<file path="src/rtl/div_seq.sv">
`default_nettype none
// ============================================================================
// Module      : div_seq
// Description : Multi-cycle sequencer for the 32-bit DIV/DIVU unit.
//               Radix-2 restoring division, one quotient bit per cycle.
//               Returns {remainder, quotient} for the HI/LO write path and
//               holds the pipeline stall request while it is busy.
//               Optional macro DIV_ZERO_FAST_EN: a zero divisor finishes in
//               two cycles (IDLE -> DIVZERO -> END) instead of running the
//               full iteration count. The result value is the same either way.
// Ports       : clk        - system clock, rising edge
//               rst        - asynchronous, active-high reset
//               start_i    - DIV/DIVU present in EX, held until ready_o
//               signed_i   - 1 = DIV (two's complement), 0 = DIVU
//               opdata1_i  - dividend (rs), sampled at accept
//               opdata2_i  - divisor (rt), sampled at accept
//               annul_i    - flush; cancels a pending or running division
//               stall_o    - pipeline stall request
//               ready_o    - result valid this cycle
//               result_o   - {remainder, quotient}
// Revision    : 1.0 - initial release
// ============================================================================
module div_seq #(
    parameter int WIDTH = 32,
    parameter int CNT_W = 6
) (
    input  logic                 clk,
    input  logic                 rst,
    input  logic                 start_i,
    input  logic                 signed_i,
    input  logic [WIDTH-1:0]     opdata1_i,
    input  logic [WIDTH-1:0]     opdata2_i,
    input  logic                 annul_i,
    output logic                 stall_o,
    output logic                 ready_o,
    output logic [2*WIDTH-1:0]   result_o
);

    localparam logic [1:0] c_IDLE    = 2'd0;
`ifdef DIV_ZERO_FAST_EN
    localparam logic [1:0] c_DIVZERO = 2'd1;
`endif
    localparam logic [1:0] c_ON      = 2'd2;
    localparam logic [1:0] c_END     = 2'd3;

    localparam logic [CNT_W-1:0] c_LAST_CNT = CNT_W'(WIDTH - 1);

    logic [1:0]         r_state;
    logic [CNT_W-1:0]   r_cnt;
    logic               r_signed;
    logic               r_neg1;
    logic               r_neg2;
    logic               r_zero;
    logic [WIDTH-1:0]   r_op1;      // original dividend, needed for the zero-divisor result
    logic [WIDTH-1:0]   r_dvd;      // dividend shifting out, quotient shifting in
    logic [WIDTH-1:0]   r_dvs;      // |divisor|
    logic [WIDTH-1:0]   r_rem;      // partial remainder
    logic [2*WIDTH-1:0] r_result;

    logic [WIDTH-1:0]   w_abs1;
    logic [WIDTH-1:0]   w_abs2;
    logic [WIDTH:0]     w_rem_sh;
    logic               w_ge;
    logic [WIDTH-1:0]   w_diff;
    logic [WIDTH-1:0]   w_rem_nx;
    logic [WIDTH-1:0]   w_quo_nx;
    logic [WIDTH-1:0]   w_quo_fix;
    logic [WIDTH-1:0]   w_rem_fix;
    logic [2*WIDTH-1:0] w_final;
    logic [2*WIDTH-1:0] w_zero_res;

    // Magnitudes are taken only for DIV; DIVU operands pass through raw.
    assign w_abs1 = (signed_i && opdata1_i[WIDTH-1]) ? -opdata1_i : opdata1_i;
    assign w_abs2 = (signed_i && opdata2_i[WIDTH-1]) ? -opdata2_i : opdata2_i;

    // The shifted remainder needs one extra bit: it can reach 2*|divisor|-1.
    assign w_rem_sh = {r_rem, r_dvd[WIDTH-1]};
    assign w_ge     = (w_rem_sh >= {1'b0, r_dvs});
    // Low bits of the subtraction are exact whenever the trial succeeds.
    assign w_diff   = w_rem_sh[WIDTH-1:0] - r_dvs;
    assign w_rem_nx = w_ge ? w_diff : w_rem_sh[WIDTH-1:0];
    assign w_quo_nx = {r_dvd[WIDTH-2:0], w_ge};

    // Quotient negative when signs differ; remainder follows the dividend.
    assign w_quo_fix = (r_signed && (r_neg1 ^ r_neg2)) ? -w_quo_nx : w_quo_nx;
    assign w_rem_fix = (r_signed && r_neg1) ? -w_rem_nx : w_rem_nx;

    assign w_zero_res = {r_op1, {WIDTH{1'b1}}};
    assign w_final    = r_zero ? w_zero_res : {w_rem_fix, w_quo_fix};

    always_ff @(posedge clk or posedge rst) begin
        if (rst) begin
            r_state  <= c_IDLE;
            r_cnt    <= '0;
            r_signed <= 1'b0;
            r_neg1   <= 1'b0;
            r_neg2   <= 1'b0;
            r_zero   <= 1'b0;
            r_op1    <= '0;
            r_dvd    <= '0;
            r_dvs    <= '0;
            r_rem    <= '0;
            r_result <= '0;
        end else begin
            case (r_state)
                c_IDLE: begin
                    if (start_i && !annul_i) begin
                        r_signed <= signed_i;
                        r_op1    <= opdata1_i;
                        r_neg1   <= opdata1_i[WIDTH-1];
                        r_neg2   <= opdata2_i[WIDTH-1];
                        r_dvd    <= w_abs1;
                        r_dvs    <= w_abs2;
                        r_zero   <= (opdata2_i == '0);
                        r_cnt    <= '0;
                        r_rem    <= '0;
`ifdef DIV_ZERO_FAST_EN
                        r_state  <= (opdata2_i == '0) ? c_DIVZERO : c_ON;
`else
                        r_state  <= c_ON;
`endif
                    end
                end
`ifdef DIV_ZERO_FAST_EN
                c_DIVZERO: begin
                    if (annul_i) begin
                        r_state  <= c_IDLE;
                    end else begin
                        r_result <= w_zero_res;
                        r_state  <= c_END;
                    end
                end
`endif
                c_ON: begin
                    if (annul_i) begin
                        r_state <= c_IDLE;
                    end else begin
                        r_rem <= w_rem_nx;
                        r_dvd <= w_quo_nx;
                        r_cnt <= r_cnt + CNT_W'(1);
                        if (r_cnt == c_LAST_CNT) begin
                            r_result <= w_final;
                            r_state  <= c_END;
                        end
                    end
                end
                c_END: begin
                    // No accept from END; a new division re-enters via IDLE.
                    if (!start_i || annul_i) begin
                        r_state <= c_IDLE;
                    end
                end
                default: r_state <= c_IDLE;
            endcase
        end
    end

    always_comb begin
        stall_o = 1'b0;
        case (r_state)
            c_IDLE:    stall_o = start_i & ~annul_i;
`ifdef DIV_ZERO_FAST_EN
            c_DIVZERO: stall_o = 1'b1;
`endif
            c_ON:      stall_o = 1'b1;
            default:   stall_o = 1'b0;
        endcase
    end

    assign ready_o  = (r_state == c_END);
    assign result_o = r_result;

endmodule
`default_nettype wire
</file>
<file path="config.mk">
export PLATFORM = sky130hd
export DESIGN_NAME = div_seq
export DESIGN_NICKNAME = d
export VERILOG_FILES = /design/src/rtl/div_seq.sv
export SDC_FILE = /design/constraint.sdc
export NUM_CORES = 1
export LEC_CHECK = 0
export ABC_AREA = 0
export BUFFER_PORTS_ARGS = -buffer_cell sky130_fd_sc_hd__buf_2
export CAP_MARGIN = 25
export CORE_ASPECT_RATIO = 1.2
export CORE_MARGIN = 8
export CORE_UTILIZATION = 60
export DETAILED_ROUTE_END_ITERATION = 6
export MAX_ROUTING_LAYER = met4
export PLACE_DENSITY = 0.81
export SLEW_MARGIN = 20
export SYNTH_ARGS = -nofsm -noshare
export SYNTH_HDL_FRONTEND = slang
export SYNTH_SLANG_ARGS = --single-unit
</file>
<file path="constraint.sdc">
create_clock -name clk -period 10.85 [get_ports clk]
set_input_delay 2.7125 -clock clk [delete_from_list [all_inputs] [get_ports clk]]
set_output_delay 2.7125 -clock clk [all_outputs]
set_load 0.02 [all_outputs]
</file>
Word-level counts from Yosys, hierarchy flattened

Index checks and enable logic that the tools add are counted.

Bitwise logic cells: 3
Add/sub/neg operators: 6
Reductions and logical operators: 15
$lt $le $gt $ge: 1
Muxes and demuxes: 21
Equal/unequal tests: 7

Operators by type and width:

| cell                                                                    | count |
|---|---|
| 32-bit 2-to-1 mux                                                       | 9 |
| 32-bit negator                                                          | 4 |
| 32-bit case mux with 2 select lines                                     | 2 |
| 64-bit 2-to-1 mux                                                       | 1 |
| 33-bit by 32-bit >= comparator with 1-bit output                        | 1 |
| 32-bit logical NOT                                                      | 1 |
| 32-bit subtractor                                                       | 1 |
| 6-bit 2-to-1 mux                                                        | 2 |
| 6-bit case mux with 2 select lines                                      | 1 |
| 3-bit AND reduction                                                     | 3 |
| 2-bit 2-to-1 mux                                                        | 4 |
| 6-bit by 1-bit adder with 6-bit output, second input constant           | 1 |
| 6-bit by 5-bit equality test with 1-bit output, second input constant   | 1 |
| 2-bit case mux with 3 select lines                                      | 1 |
| 1-bit logical AND                                                       | 5 |
| 2-bit equality test, second input constant                              | 2 |
| 2-bit inequality test, second input constant                            | 2 |
| 3-bit inequality test, second input constant                            | 1 |
| 1-bit logical NOT                                                       | 2 |
| 2-bit logical NOT                                                       | 1 |
| 2-bit by 1-bit inequality test with 1-bit output, second input constant | 1 |
| 1-bit case mux with 2 select lines                                      | 1 |
| 2-bit AND reduction                                                     | 1 |
| 2-bit nonzero test                                                      | 1 |
| other kinds (4)                                                         | 4 |

Logic and storage cells: 64
Register bits: 204
Output and inout bits: 66
Input bits: 69

Logic depth before layout (Yosys ltp)

Gate-level depths: netlist (run 1).

Depth in word-level cells: 5
Depth in mapped cells: 24
Mapped depth without buffers: 21

Worst setup path after synthesis (run 1)

No wires, ideal clock.

Kind: input port to output port
Start point: input port annul_i
End point: output port stall_o
Buffers on the path: 0
Stages: 2
Data arrival time: 3.247 ns
Path slack: 4.891 ns
Path through: nand2b_1 > a21oi_1

Longest elaborated chain between the ends: 3

RTL lines:

| what                               | line | text |
|---|---|---|
| start, declared                    | 33   | `input logic annul_i,` |
| 1-bit inverter (no source line)    | --   |  |
| 1-bit bitwise AND                  | 161  | `c_IDLE: stall_o = start_i & ~annul_i;` |
| 1-bit case mux with 2 select lines | 160  | `case (r_state)` |
| end, declared                      | 34   | `output logic stall_o,` |

No other way between the ends.

Worst setup path in the final report (run 1)

Same ends and word-level chain as after synthesis.

==> flow_metrics.env, run 1 <==
export IMPL_io_buffers=134
export IMPL_sw_frac_of_total_pct=46.1
export IMPL_hold_violations=0
export IMPL_cap_violations=0
export IMPL_end_kind="output pin"
export IMPL_leakagePower_nw=7.01
export IMPL_finalClockSkew_ns=0.0142
export IMPL_rrSetupSlack_ns=5.11
export IMPL_fin_util_pct=67.7
export IMPL_critPathArrivalTime_ns=3.40
export IMPL_hp_start="result_o[36]"
export IMPL_yosysWarnings=0
export IMPL_syn_to_final_growth_pct=11.2
export IMPL_fin_nets=1888
export IMPL_critPathMaxFanout=6
export IMPL_place_area_mm2=0.0144
export IMPL_gp_congestion=0.973
export IMPL_ys_ff_latch=203
export IMPL_drt_wl_total_mm=38.8
export IMPL_cp_required_ns=8.14
export IMPL_rows=60
export IMPL_place_hpwl_mm=27.9
export IMPL_clk_latency_ns=0.51
export IMPL_htree_num_levels=1
export IMPL_drc_errors=0
export IMPL_min_period_over_period_pct=56.3
export IMPL_syn_cell_area_mm2=0.0136
export IMPL_synth_edf_count=0
export IMPL_pre_cts_ws_ns=4.75
export IMPL_synth_compound_area_share_pct=22.1
export IMPL_syn_nets=1811
export IMPL_synth_top_area_cell="dfrtp_1"
export IMPL_synth_fa_ha_area_share_pct=3.54
export IMPL_design_die_area_mm2=0.0278
export IMPL_fmaxAchievable_mhz=164
export IMPL_cts_tree="yes"
export IMPL_drive_gt1_share_pct=12.1
export IMPL_setup_ws_ns=4.74
export IMPL_power_frac_comb_pct=55.6
export IMPL_postLayoutCellArea_mm2=0.0152
export IMPL_synth_top_family_by_area="compound AO/OA/AOI/OAI gates"
export IMPL_post_synth_top_count_cell="nand2_1"
export IMPL_initial_utilization_pct=60.9
export IMPL_core_area_mm2=0.0224
export IMPL_antenna_found_initial=1
export IMPL_dp_cells=2035
export IMPL_p_int_mw=2.13
export IMPL_reg2reg_from="r_rem[11]"
export IMPL_grt_usage_pct=28.2
export IMPL_die_y_um=181
export IMPL_finalPower_mw=3.95
export IMPL_cts_buffer_depth=3
export IMPL_synth_xor_area_share_pct=8.93
export IMPL_muxShareOfSynthArea_pct=2.44
export IMPL_rr_worst_depth=19
export IMPL_drtPass1Iterations=7
export IMPL_fin_crit_ns=6.11
export IMPL_rsz0062_at_grt="no"
export IMPL_yosysUniqueCellTypes=78
export IMPL_yosys_area_share_simple_pct=21.1
export IMPL_cts_setup_buffers=0
export IMPL_synth_area_leaders="dfrtp_1, nand2_1, o21ai_0"
export IMPL_vias=12800
export IMPL_pwr_share_clk_pct=18.8
export IMPL_grt_pass1_vias=12700
export IMPL_grt_overflow=0
export IMPL_synth_top_flop_cell="dfrtp_1"
export IMPL_grt_pass1_wl_mm=63.9
export IMPL_grt_max_degree=145
export IMPL_fill_cells=1875
export IMPL_cts_root_buffer="clkbuf_16"
export IMPL_die_w_um=154
export IMPL_p_per_area_mw_per_mm2=261
export IMPL_syn_inst=1704
export IMPL_relSlewSlack_pct=29.0
export IMPL_io_pins=135
export IMPL_r2r_end="result_o[58]"
export IMPL_synth_top_area_share_pct=37.3
export IMPL_vias_per_cell=6.14
export IMPL_post_cts_resized=0
export IMPL_cts_hold_buffers=0
export IMPL_seqCellArea_mm2=0.00508
export IMPL_hold_end="result_o[36]"
export IMPL_multi_input_area_mm2=0.00795
export IMPL_ant_nets=0
export IMPL_cts_buffers=22
export IMPL_p_sw_mw=1.82
export IMPL_finalSetupViolations=0
export IMPL_yosysSeqAreaShare_pct=37.3
export IMPL_syn_area_per_cell_um2=8.00
export IMPL_hold_ws_ns=0.474
export IMPL_path_class="in2out"
export IMPL_first_iter_violations=882
export IMPL_worst_ir_drop_vdd_mv=0.134
export IMPL_maxSlewViolCount=0
export IMPL_holdCritPathClass="reg2reg"
export IMPL_fin_setup_tns_ns=0
export IMPL_min_path_cells=2
export IMPL_cts_sinks=203
export IMPL_seqPwrFrac_pct=25.7
export IMPL_instances_no_fill=2076
export IMPL_async_reset_ff_share_pct=100
export IMPL_crit_path_start_kind="primary input"
export IMPL_synthTopCellsByCount="nand2_1, dfrtp_1, o21ai_0"
export IMPL_wl_per_cell_um=18.7
export IMPL_worst_slew_pin_slew_ns=1.06
export IMPL_clk_pin_slew_worst_paths_ns=0.06
export IMPL_run_status="finished, final reports clean"
==> sequential cells by signal, indices dropped and copies added, names as in the netlist <==
register	flops
r_cnt	6
r_dvd	32
r_dvs	32
r_neg1	1
r_neg2	1
r_op1	31
r_rem	32
r_signed	1
r_state	2
r_zero	1
result_o	64
==> worst max-delay path, stage by stage <==
cell and delay, ns:
buf_2 0.13, nand2b_1 0.21, a21oi_1 0.16, buf_2 0.18
==> cells in the final DEF, fill, tap and decap left out, types with 16 or more instances in the layout <==
master     instances
or3_1             20
and2_1            16
buf_2            134
nand2_1          278
nor3_1            32
inv_1             59
xnor2_1           54
dfrtp_1          203
nand3_1           19
or4_1             16
o31ai_1           31
nor2_1           151
xor2_1            83
mux2i_1           31
o21ai_0          192
clkbuf_16         23
ha_1              37
a21oi_1          163
==> per-layer routing <==
| metal | part of all wire, % | track usage (%) |
|---|---|---|
| met5 | 0 | - |
| met4 | 3.2 | 10.2 |
| met3 | 6.3 | 3.82 |
| met2 | 48 | 46.9 |
| met1 | 43 | 34.6 |
==> cells by family (layout without fill, tap and decap cells) <==
family                     Yosys count  in the layout
xor gates and xnor gates           138            138
adders and majority gates           38             38
muxes                               33             33
other                                0              1
DFF                                203            203
AOI/OAI and AO/OA                  505            505
and+or+nand+nor                    630            630
buffers and inverters              157            249
==> final cells by class <==
type | count | area share [%]
multi-input combinational | 1344 | 52.5
sequential | 203 | 33.5
timing repair buffer | 149 | 5.43
clock buffer | 33 | 4.44
tap | 279 | 2.30
inverter | 61 | 1.56
clock inverter | 6 | 0.264
antenna | 1 | 0.0165
==> worst max-delay path by stage <==
stage	start	endpoint	slack, ns	cells after the start
global placement	annul_i	stall_o	4.80	4
floorplan	rst	r_cnt[0]	2.60	1
global route	r_rem[12]	result_o[58]	4.62	22
detailed placement	annul_i	stall_o	4.75	4
finish	annul_i	stall_o	4.74	4
CTS	annul_i	stall_o	4.74	4
==> power groups by stage <==
stage | logic (mW) | registers [mW] | clock network (mW)
after floorplan | 1.67 | 0.977 | 0
after detailed placement | 2.12 | 1.02 | 0
after global routing | 2.41 | 1.03 | 0.779
final | 2.20 | 1.02 | 0.742
after global placement | 2.09 | 1.01 | 0
after CTS | 2.15 | 1.01 | 0.752
(Power assumes the default switching activity.)
==> run 2, diff against run 1 <==
Settings changed: ABC_AREA 0 to 1, CORE_UTILIZATION 60 to 55, PLACE_DENSITY 0.81 to 0.78.
Clock period 10.85 ns to 5.2 ns, I/O delays scaled along.
==> run 2 against run 1 <==
  * Sequential share of layout area is 1.8 points lower
  * Non-clock buffer count is 4 higher
  * Die area increased by 13%
  * Combinational power rose to 3.6 times the previous value
  * Global-route usage rose by 2.0 points
  * Critical path depth up 21
  * Area after synthesis up 4.4%
  * Total power increased to 3.1 times the previous value
  * Synthesized cell count rose by 28%
  * Register-to-register slack lost 4.3 ns
  * Sequential cell count did not move
  * Clock skew grew 0.0011 ns
  * Critical path type is now reg2reg
  * Critical endpoint is now result_o[26]
  * Largest cell class unchanged
  * Largest power group unchanged
==> flow_metrics.env, run 2 <==
export IMPL_run_status="finished, final reports clean"
export IMPL_mostFrequentLayoutCell="nand2_1"
export IMPL_cap_violations=0
export IMPL_synthTopCellsByCount="nand2_1, inv_1, nor2_1"
export IMPL_syn_cell_area_mm2=0.0142
export IMPL_critPathArrivalTime_ns=4.88
export IMPL_grt_pass1_wl_mm=73.2
export IMPL_leakagePower_nw=8.46
export IMPL_yosysUniqueCellTypes=47
export IMPL_post_cts_resized=0
export IMPL_io_pins=135
export IMPL_end_kind="flip-flop"
export IMPL_cts_buffers=24
export IMPL_cts_buffer_depth=3
export IMPL_yosys_area_share_simple_pct=33.7
export IMPL_path_class="reg2reg"
export IMPL_mostFrequentLayoutCells="nand2_1, inv_1, nor2_1"
export IMPL_crit_path_top_delay_cell="nor2_8"
export IMPL_pwr_share_clk_pct=14.2
export IMPL_cts_tree="yes"
export IMPL_initial_utilization_pct=55.9
export IMPL_critPathMostFrequentCell="nand3_1"
export IMPL_finalSetupViolations=0
export IMPL_synth_edf_count=0
export IMPL_cts_sinks=203
export IMPL_drtPass1Iterations=6
export IMPL_ant_nets=0
export IMPL_rows=64
export IMPL_finalClockSkew_ns=0.0153
export IMPL_synth_area_leaders="dfrtp_1, nand2_1, inv_1"
export IMPL_synth_compound_area_share_pct=13.9
export IMPL_die_w_um=163
export IMPL_clk_pin_slew_worst_paths_ns=0.06
export IMPL_p_int_mw=5.72
export IMPL_yosysSeqAreaShare_pct=35.7
export IMPL_first_iter_violations=1015
export IMPL_core_area_mm2=0.0255
export IMPL_htree_num_levels=1
export IMPL_crit_end="result_o[26]"
export IMPL_hold_ws_ns=0.473
export IMPL_syn_to_final_growth_pct=12.5
export IMPL_die_y_um=192
export IMPL_drt_wl_total_mm=45.8
export IMPL_pre_cts_ws_ns=0.879
export IMPL_fin_setup_tns_ns=0
export IMPL_grt_pass1_vias=14100
export IMPL_ys_ff_latch=203
export IMPL_sw_frac_of_total_pct=53.9
export IMPL_crit_path_start_kind="flip-flop"
export IMPL_maxSlewViolCount=0
export IMPL_synth_top_area_cell="dfrtp_1"
export IMPL_holdCritPathClass="reg2reg"
export IMPL_instances_no_fill=2638
export IMPL_min_period_over_period_pct=84.9
export IMPL_power_frac_comb_pct=63.1
export IMPL_hp_start="result_o[61]"
export IMPL_antenna_found_initial=2
export IMPL_drive_gt1_share_pct=10.7
export IMPL_syn_nets=2290
export IMPL_relSlewSlack_pct=38.4
export IMPL_drc_errors=0
export IMPL_syn_area_per_cell_um2=6.52
export IMPL_fin_util_pct=62.9
export IMPL_critPathMaxFanout=25
export IMPL_p_per_area_mw_per_mm2=775
export IMPL_synth_fa_ha_area_share_pct=3.39
export IMPL_rr_worst_depth=25
export IMPL_rrSetupSlack_ns=0.78
export IMPL_cts_setup_buffers=0
export IMPL_fmaxAchievable_mhz=226
export IMPL_fin_nets=2395
export IMPL_gp_congestion=1.02
export IMPL_cp_num_cells=25
export IMPL_finalPower_mw=12.4
export IMPL_postLayoutCellArea_mm2=0.0160
export IMPL_synth_top_family_by_area="simple AND/OR/NAND/NOR gates"
export IMPL_place_area_mm2=0.0152
export IMPL_clk_latency_ns=0.53
export IMPL_p_sw_mw=6.69
export IMPL_setup_ws_ns=0.783
export IMPL_rsz0062_at_grt="no"
export IMPL_async_reset_ff_share_pct=100
export IMPL_cts_root_buffer="clkbuf_16"
export IMPL_wl_per_cell_um=17.4
export IMPL_fin_crit_ns=4.42
export IMPL_syn_inst=2183
export IMPL_path_delay_family="simple AND/OR/NAND/NOR gates"
export IMPL_worst_slew_pin_slew_ns=0.924
export IMPL_post_synth_top_count_cell="nand2_1"
export IMPL_critPathMaxStageDelay_ns=0.42
export IMPL_reg2reg_from="r_rem[19]"
export IMPL_grt_max_degree=167
export IMPL_dp_cells=2592
export IMPL_yosysWarnings=0
export IMPL_synth_xor_area_share_pct=3.39
export IMPL_grt_usage_pct=30.2
export IMPL_synth_top_flop_cell="dfrtp_1"
export IMPL_critPathBufInv=3
export IMPL_place_hpwl_mm=34.9
export IMPL_vias=14300
export IMPL_cts_hold_buffers=0
export IMPL_vias_per_cell=5.41
export IMPL_seqPwrFrac_pct=22.8
export IMPL_grt_overflow=0
export IMPL_worst_ir_drop_vdd_mv=0.432
export IMPL_io_buffers=134
export IMPL_cp_required_ns=5.67
export IMPL_fill_cells=2486
export IMPL_synth_top_area_share_pct=35.7
export IMPL_muxShareOfSynthArea_pct=0
export IMPL_design_die_area_mm2=0.0313
export IMPL_largest_reg_flops=64
export IMPL_hold_violations=0
export IMPL_r2r_end="result_o[26]"
export IMPL_cp_startpoint="r_rem[19]"
## run 2: cell types whose count changed in the layout (fill, tap and decap cells not counted), moves of 16 or more
| cell | delta |
|---|---|
| xor2_1 | -35 |
| or4_1 | -16 |
| nand2_1 | +410 |
| nor2_1 | +77 |
| or3_1 | -20 |
| xnor2_1 | -47 |
| mux2i_1 | -31 |
| nand3_1 | +118 |
| o21ai_1 | +19 |
| a21oi_1 | -86 |
| o31ai_1 | -26 |
| inv_1 | +225 |
## run 2: kinds of logic (layout without fill, tap and decap cells)
| logic type | after synthesis | in the layout |
|---|---|---|
| buf+inv | 369 | 492 |
| compound gates | 363 | 363 |
| flops | 203 | 203 |
| other cells | 0 | 2 |
| fa+ha+maj | 38 | 38 |
| simple gates | 1155 | 1155 |
| xor+xnor | 55 | 55 |
## run 2: cell type report
type / count / area [µm²] / area share (%)
Tap cell: 330 / 413 / 2.58
Antenna cell: 2 / 5.00 / 0.0313
Clock buffer: 34 / 719 / 4.49
Multi-Input combinational cell: 1611 / 7750 / 48.4
Timing Repair Buffer: 153 / 826 / 5.16
Inverter: 295 / 1110 / 6.94
Sequential cell: 203 / 5080 / 31.7
Clock inverter: 10 / 114 / 0.711
## run 2: worst min path at each step
stage	to	slack, ns	depth (start not counted)
floorplan	r_op1[12]	0.44	2
global placement	r_op1[16]	0.46	2
detailed placement	result_o[61]	0.46	2
CTS	result_o[61]	0.48	2
global route	result_o[40]	0.49	2
finish	result_o[61]	0.47	2
## run 2: power by group through the flow
stage	Sequential [mW]	Combinational, mW	Clock, mW
after floorplan	2.97	5.34	0
after global placement	2.80	7.67	0
after detailed placement	2.82	7.71	0
after CTS	2.81	7.77	1.78
after global routing	2.90	8.78	1.85
final	2.82	7.82	1.76
## run 2: worst reg2reg max path, delay by kind of cell (launching register included)
kind            cells  cell delay [ns]
simple gates       15             2.34
flops               1             0.39
fa+ha+maj           2             0.56
compound gates      5             0.86
buf+inv             3             0.21
## run 2: routing by layer
layer / share of wire (%) / global-route usage, %
met4: 5.2 / 14.5
met3: 5.5 / 4.25
met5: 0 / -
met1: 40 / 33.7
met2: 49 / 52.3
